$ cat config.mk
export PLATFORM = sky130hd
export DESIGN_NAME = pulse_stretcher
export DESIGN_NICKNAME = d
export VERILOG_FILES = /design/src/rtl/pulse_stretcher.sv
export SDC_FILE = /design/constraint.sdc
export NUM_CORES = 1
export LEC_CHECK = 0
export ABC_AREA = 1
export BUFFER_PORTS_ARGS = -buffer_cell sky130_fd_sc_hd__buf_2
export CAP_MARGIN = 20
export CORE_ASPECT_RATIO = 1.4
export CORE_MARGIN = 2
export CORE_UTILIZATION = 55
export DETAILED_ROUTE_END_ITERATION = 8
export PLACE_DENSITY = 0.77
export SYNTH_ARGS = -nofsm -noshare
export SYNTH_HDL_FRONTEND = slang
export SYNTH_SLANG_ARGS = --single-unit
$ cat constraint.sdc
create_clock -name i_clk -period 2.3 [get_ports i_clk]
set_input_delay 0.575 -clock i_clk [delete_from_list [all_inputs] [get_ports i_clk]]
set_output_delay 0.575 -clock i_clk [all_outputs]
set_load 0.05 [all_outputs]
$ cat src/rtl/pulse_stretcher.sv
`default_nettype none
// +----------------------------------------------------------------------------+
// | pulse_stretcher: stretches single-cycle pulses into programmable-length    |
// | high windows, with a minimum low gap and queued or retriggered pulses.     |
// | Rev 1.0                                                                    |
// +----------------------------------------------------------------------------+
module pulse_stretcher #(
  parameter int CNT_W  = 8,
  parameter int GAP    = 1,
  parameter int PEND_W = 4,
  parameter int RETRIG = 0
) (
  input  logic              i_clk,
  input  logic              i_rst,
  input  logic              i_pulse,
  input  logic              i_clear,
  input  logic [CNT_W-1:0]  i_len,
  output logic              o_level,
  output logic              o_busy,
  output logic              o_done,
  output logic [PEND_W-1:0] o_pend,
  output logic              o_ovf
);

  localparam int                     c_gcnt_w   = (GAP > 0) ? $clog2(GAP + 1) : 1;
  localparam logic [c_gcnt_w-1:0]    c_gap_load = c_gcnt_w'((GAP > 0) ? GAP - 1 : 0);
  localparam logic [PEND_W-1:0]      c_pend_max = '1;

  typedef enum logic [1:0] {
    S_IDLE   = 2'd0,
    S_ACTIVE = 2'd1,
    S_GAP    = 2'd2
  } state_t;

  state_t              r_state, w_state_nx;
  logic [CNT_W-1:0]    r_cnt, w_cnt_nx;
  logic [c_gcnt_w-1:0] r_gcnt, w_gcnt_nx;
  logic [PEND_W-1:0]   r_pend, w_pend_nx;
  logic                r_ovf, w_ovf_nx;
  logic                r_done, w_done_nx;
  logic [CNT_W-1:0]    w_len_m1;
  logic                w_req;
  logic                w_start;
  logic                w_take;
  logic                w_add;

  // A zero length is treated as a one-cycle window.
  assign w_len_m1 = (i_len == '0) ? '0 : i_len - CNT_W'(1);
  assign w_req    = (r_pend != '0) || i_pulse;

  always_comb begin
    w_state_nx = r_state;
    w_cnt_nx   = r_cnt;
    w_gcnt_nx  = r_gcnt;
    w_pend_nx  = r_pend;
    w_ovf_nx   = r_ovf;
    w_done_nx  = 1'b0;
    w_start    = 1'b0;
    w_take     = 1'b0;
    w_add      = 1'b0;

    case (r_state)
      S_IDLE: begin
        if (w_req) w_start = 1'b1;
      end
      S_ACTIVE: begin
        if (r_cnt != '0) begin
          w_cnt_nx = r_cnt - CNT_W'(1);
          if (i_pulse) begin
            if (RETRIG != 0) w_cnt_nx = w_len_m1;
            else             w_add    = 1'b1;
          end
        end else begin
          w_done_nx = 1'b1;
          if (GAP > 0) begin
            w_state_nx = S_GAP;
            w_gcnt_nx  = c_gap_load;
            w_add      = i_pulse;
          end else if (w_req) begin
            w_start = 1'b1;
          end else begin
            w_state_nx = S_IDLE;
          end
        end
      end
      S_GAP: begin
        if (r_gcnt != '0) begin
          w_gcnt_nx = r_gcnt - c_gcnt_w'(1);
          w_add     = i_pulse;
        end else if (w_req) begin
          w_start = 1'b1;
        end else begin
          w_state_nx = S_IDLE;
        end
      end
      default: w_state_nx = S_IDLE;
    endcase

    // Queued pulses take precedence; a fresh pulse is used directly only when the queue is empty.
    if (w_start) begin
      w_state_nx = S_ACTIVE;
      w_cnt_nx   = w_len_m1;
      w_take     = (r_pend != '0);
      w_add      = i_pulse && (r_pend != '0);
    end

    case ({w_take, w_add})
      2'b10: w_pend_nx = r_pend - PEND_W'(1);
      2'b01: begin
        if (r_pend == c_pend_max) w_ovf_nx  = 1'b1;
        else                      w_pend_nx = r_pend + PEND_W'(1);
      end
      default: w_pend_nx = r_pend;
    endcase

    if (i_clear) begin
      w_state_nx = S_IDLE;
      w_cnt_nx   = '0;
      w_gcnt_nx  = '0;
      w_pend_nx  = '0;
      w_ovf_nx   = 1'b0;
      w_done_nx  = 1'b0;
    end
  end

  always_ff @(posedge i_clk) begin
    if (i_rst) begin
      r_state <= S_IDLE;
      r_cnt   <= '0;
      r_gcnt  <= '0;
      r_pend  <= '0;
      r_ovf   <= 1'b0;
      r_done  <= 1'b0;
    end else begin
      r_state <= w_state_nx;
      r_cnt   <= w_cnt_nx;
      r_gcnt  <= w_gcnt_nx;
      r_pend  <= w_pend_nx;
      r_ovf   <= w_ovf_nx;
      r_done  <= w_done_nx;
    end
  end

  assign o_level = (r_state == S_ACTIVE);
  assign o_busy  = (r_state != S_IDLE) || (r_pend != '0);
  assign o_done  = r_done;
  assign o_pend  = r_pend;
  assign o_ovf   = r_ovf;

endmodule
`default_nettype wire

# Yosys cells after proc, flatten, opt, wreduce, memory -nomap -nowiden
# Index checks and enable logic that the tools add are counted.
[classes] mux=24 n_eq_ne=13 reduce_logical=21 bitwise_logic=2 n_addsub=5
[ops] op="two-way mux 8 bit" n=4
[ops] op="subtractor 8 x 1 -> 8 bit (second input constant)" n=2
[ops] op="two-way mux 1 bit" n=11
[ops] op="!= test 2 bit (second input constant)" n=5
[ops] op="nonzero test 2 bit" n=5
[ops] op="!= test 3 bit (second input constant)" n=3
[ops] op="zero test 8 bit" n=1
[ops] op="case mux 4 bit (2 select lines)" n=1
[ops] op="AND reduction 2 bit" n=4
[ops] op="AND reduction 4 bit" n=2
[ops] op="nonzero test 8 bit" n=1
[ops] op="two-way mux 2 bit" n=3
[ops] op="case mux 1 bit (2 select lines)" n=3
[ops] op="case mux 2 bit (3 select lines)" n=1
[ops] op="OR reduction 3 bit" n=2
[ops] op="adder 4 x 1 -> 4 bit (second input constant)" n=1
[ops] op="equality test 2 x 1 -> 1 bit (second input constant)" n=2
[ops] op="equality test 2 bit (second input constant)" n=2
[ops] op="equality test 4 bit (second input constant)" n=1
[ops] op="two-way mux 4 bit" n=1
[ops] op="nonzero test 4 bit" n=1
[ops] op="subtractor 4 x 1 -> 4 bit (second input constant)" n=1
[ops] op="zero test 2 bit" n=1
[ops] op="logical OR 1 bit" n=2
[ops] op="other kinds (4)" n=5
[word_totals] inputBits=12 word_cells=72 output_inout_bits=8 register_bits=17

# Longest topological paths before layout
[logic_depth] word_depth=9 ltp_mapped=13 ltp_nobuf=13

# Worst setup path after synthesis
# OpenSTA, ideal clock, no wires.
[synth_path] path_kind="reg2reg" from="register r_state[0]" to="register r_pend[3], in the netlist o_pend[3]" period_less_slack_ps=2308 slack_ps=-8 setup_time_ps=117 stages_incl_launch_ff=12 required_time_ps=2183 t_arrival_ps=2191 n_path_buf=0 cell_sequence="dfxtp_1 -> ha_1 -> nand3_1 -> nor2_1 -> inv_1 -> ha_1 -> a21oi_1 -> nand2_1 -> nand2_1 -> nand4_1 -> nand2_1 -> nor2_1"
[synth_between] elab_chain_cells=6 word_cells_on_any_way=13 cone_classes="eq/ne: 5; mux: 5; reduce/logical: 3"
[synth_lines] element="start, declared" line="35" text="state_t r_state, w_state_nx;"
[synth_lines] element="start signal, assigned" line="135" text="r_state <= w_state_nx;"
[synth_lines] element="equality test 2 x 1 -> 1 bit (*)"
[synth_lines] element="net o_level" line="18" text="output logic o_level,"
[synth_lines] element="case mux 1 bit (2 select lines) (*)" line="62" text="case (r_state)"
[synth_lines] element="two-way mux 1 bit (*)" line="100" text="if (w_start) begin"
[synth_lines] element="equality test 2 x 1 -> 1 bit or equality test 2 bit (tied branches)" line="107" text="case ({w_take, w_add})"
[synth_lines] element="!= test 2 bit (no line) or nonzero test 2 bit (tied branches)"
[synth_lines] element="AND reduction 2 bit (no line)"
[synth_lines] element="end signal, assigned" line="138" text="r_pend <= w_pend_nx;"
[synth_lines] element="end, declared" line="38" text="logic [PEND_W-1:0] r_pend, w_pend_nx;"
# Mark *: on every way through the listed nets, which the timed path passes. The rest lies on a longest branch.
# A chain may end at the register's enable or synchronous reset.

# Final worst setup path
[layout_path] from="register r_state[1]" to="register r_pend[3], in the netlist o_pend[3]"
[layout_between] elab_chain_cells=6 word_cells_on_any_way=13 cone_classes="eq/ne: 5; mux: 5; reduce/logical: 3"
[layout_lines] element="equality test 2 bit (tied with other cells)" line="62"
[layout_lines] element="case mux 1 bit (2 select lines)" line="62"
[layout_lines] element="two-way mux 1 bit" line="100"
[layout_lines] element="equality test 2 x 1 -> 1 bit or equality test 2 bit (tied branches)" line="107"
[layout_lines] element="!= test 2 bit (no line) or nonzero test 2 bit (tied branches)"
[layout_lines] element="AND reduction 2 bit (no line)"
# Several ways; a longest one is shown, not always the timed one.

==> flow_summary.json <==
{
  "status": "completed",
  "slew_headroom_pct": 75.7,
  "drive_gt1_share_pct": 19.9,
  "tns_ns": 0,
  "fmax_mhz": 476,
  "pre_cts_ws_ns": 0.153,
  "antenna_found_initial": 0,
  "worstSetupPathDepth": 13,
  "r2r_end": "o_pend[3]",
  "tightest_slew_ns": 0.361,
  "fp.coreArea_sq_um": 2390,
  "startpoint_type": "register",
  "viasPerCell": 4.78,
  "synth-compound-area-share_pct": 8.33,
  "place_congestion": 0.799,
  "p_per_area_nw_per_um2": 504,
  "netlist_area_sq_um": 1380,
  "vias": 1315,
  "reg2regPathDepth": 13,
  "drc_errors": 0,
  "hold_start": "o_ovf",
  "fillerInstances": 243,
  "drt-initial-drc-count": 28,
  "final.setup_skew_ns": 0.00814,
  "synthCells": 218,
  "path_buf_inv": 3,
  "crit_end": "o_pend[3]",
  "cp-startpoint": "r_state[1]",
  "ir_drop_v": 0.000322,
  "crit_chain": "inv_1 -> ha_1 -> inv_1 -> nand2_2 -> nor2_2 -> inv_1 -> ha_1 -> a21oi_1 -> nand2_1 -> nand2_1 -> nand4_1 -> nand2_1 -> nor2_1",
  "p_leak_nw": 0.797,
  "synth_top_area_share_pct": 23.2,
  "synth_xor_area_share_pct": 1.27,
  "nets": 264,
  "synth-seq-cells": 16,
  "cp_max_fo": 5,
  "rsz0062_at_grt": "false",
  "synth_nets": 240,
  "detail-route-antenna-nets": 0,
  "post_drt_wl_per_cell_microns": 10.2,
  "synth_top_family_by_area": "simple AND/OR/NAND/NOR gates",
  "drv_cap": 0,
  "place_hpwl_mm": 2.25,
  "yosys.area_share.simple_pct": 48.1,
  "cp.required_ns": 2.51,
  "finalSetupViolCount": 0,
  "min_path_type": "register to register",
  "grt_util_all_layers_pct": 22.5,
  "maxSlewViolCount": 0,
  "cts_buffer_depth": 2,
  "grt_pass1_wl_mm": 5.02,
  "synthToLayoutAreaGrowth_pct": 12.9,
  "min_period_ns": 2.10,
  "cts_tree": "done",
  "dieArea_sq_um": 2940,
  "hold_viol_final": 0,
  "cts_sinks": 16,
  "io_pins": 20,
  "fin_crit_sh_pct": 91.3,
  "worstPathArrival_ns": 2.31,
  "die_x_microns": 46.4,
  "clock_latency_ns": 0.30,
  "critical_path_class": "register to register",
  "yosysSeqAreaShare_pct": 23.2,
  "grt_pass1_vias": 1289,
  "die_y_microns": 63.3,
  "overflow": 0,
  "synth_cell_types": 29,
  "synthAdderAreaFrac_pct": 9.59,
  "path_clk_slew_ns": 0.11,
  "numCtsBuffers": 3,
  "dr.pass1.iters": 4,
  "cpMaxStageDelayCell": "dfxtp_1",
  "reg2reg_from": "r_state[1]",
  "crit_family": "simple AND/OR/NAND/NOR gates",
  "max_stage_delay_ns": 0.36,
  "htreeDepth": 1,
  "clockRootBuffer": "clkbuf_4",
  "synth_top_cell_by_area": "dfxtp_1",
  "start_util_pct": 57.8,
  "whs_ns": 0.483,
  "worst_slack_ns": 0.201,
  "port_buffers": 19,
  "syn_area_per_cell_sq_um": 6.34,
  "reg2reg_slack_ns": 0.20,
  "routed_wl_mm": 2.80,
  "end_kind": "register",
  "yosys_warnings": 0,
  "row_count": 21,
  "grt_max_degree": 15,
  "synth_mux_area_share_pct": 0,
  "n_antenna_cell": 0,
  "synth_area_leaders": "dfxtp_1, nand2_1, nor2_1, ha_1, inv_1",
  "post-cts-setup-buffers": 0
}
[layout by cell type (no fill, tap or decap), drive strengths merged]
| cell type | count |
|---|---|
| or2 | 1 |
| a31oi | 1 |
| a21oi | 6 |
| buf | 21 |
| nand3 | 21 |
| nand2 | 62 |
| xnor2 | 1 |
| nor3 | 2 |
| nand4 | 3 |
| o21ai | 9 |
| and3 | 1 |
| clkbuf | 4 |
| fa | 1 |
| dfxtp | 16 |
| xor2 | 1 |
| o211ai | 1 |
| nor2 | 49 |
| a211oi | 1 |
| inv | 30 |
| ha | 9 |
| o21a | 1 |
[where the power goes]
group	switching, W	leakage (nW)	internal (W)
clock	0.000103	0.0210	0.0000965
sequential	0.0000127	0.130	0.000290
combinational	0.000181	0.646	0.000102
total	0.000297	0.797	0.000489
[stage by stage]
| stage | instances | area (sq um) | util [%] | power [W] |
|---|---|---|---|---|
| 2_1_floorplan | 218 | 1390 | - | 0.000538 |
| 3_3_place_gp | 271 | 1520 | 63.6 | 0.000592 |
| 3_5_place_dp | 271 | 1520 | 63.6 | 0.000595 |
| 4_1_cts | 275 | 1560 | 65.1 | 0.000791 |
| 5_1_grt | 275 | 1560 | 65.3 | 0.000849 |
| 6_report | 275 | 1560 | 65.3 | 0.000786 |
[kinds of logic (layout without fill, tap and decap cells)]
| logic type | Yosys count | count (layout) |
|---|---|---|
| simple gates | 139 | 139 |
| buf+inv | 32 | 55 |
| compound gates | 19 | 19 |
| flops | 16 | 16 |
| fa+ha+maj | 10 | 10 |
| xor+xnor | 2 | 2 |
[Yosys cell counts, drive strengths merged]
master	count
buf	2
nand4	3
and3	1
xor2	1
inv	30
fa	1
a31oi	1
nor2	49
nand3	21
or2	1
a21oi	6
dfxtp	16
o211ai	1
nand2	62
ha	9
nor3	2
o21ai	9
xnor2	1
a211oi	1
o21a	1
[final cells by class]
class | instances | area (sq um) | area share, %
flip-flops and latches | 16 | 320 | 20.5
multi-input cells | 170 | 936 | 60.0
inverters | 30 | 115 | 7.38
well taps | 34 | 42.5 | 2.73
repair buffers | 21 | 110 | 7.06
clock buffers | 4 | 36.3 | 2.33
[worst min path at each step]
stage	cells after the start	endpoint
CTS	2	o_ovf
global placement	2	o_ovf
finish	2	o_ovf
global route	2	o_ovf
detailed placement	2	o_ovf
floorplan	2	r_state[1]
[registers in the layout (all words and copies together), names as in the netlist]
name,count
r_cnt,8
o_pend,4
r_state,2
o_done,1
o_ovf,1
[routing by layer]
metal  track usage (%)  up-vias  wire length (microns)
li1                  -      729                      -
met1              25.9      553                   1240
met2              40.1       22                   1400
met3              1.72       11                     59
met4              8.93        0                     92
met5                 0        -                      0
[timing repair]
item | in CTS | in global routing
hold buffers | 0 | 0
setup endpoints to repair | 0 | 1
gates resized for setup | 0 | 1
[worst register-to-register path, cell delays in order (launching register included)]
cell and delay, ns:
dfxtp_1 0.36, inv_1 0.09, ha_1 0.22, inv_1 0.11, nand2_2 0.09, nor2_2 0.16
inv_1 0.12, ha_1 0.33, a21oi_1 0.18, nand2_1 0.07, nand2_1 0.08, nand4_1 0.09
nand2_1 0.07, nor2_1 0.04
Note: power is estimated with default switching activity, not from simulation.
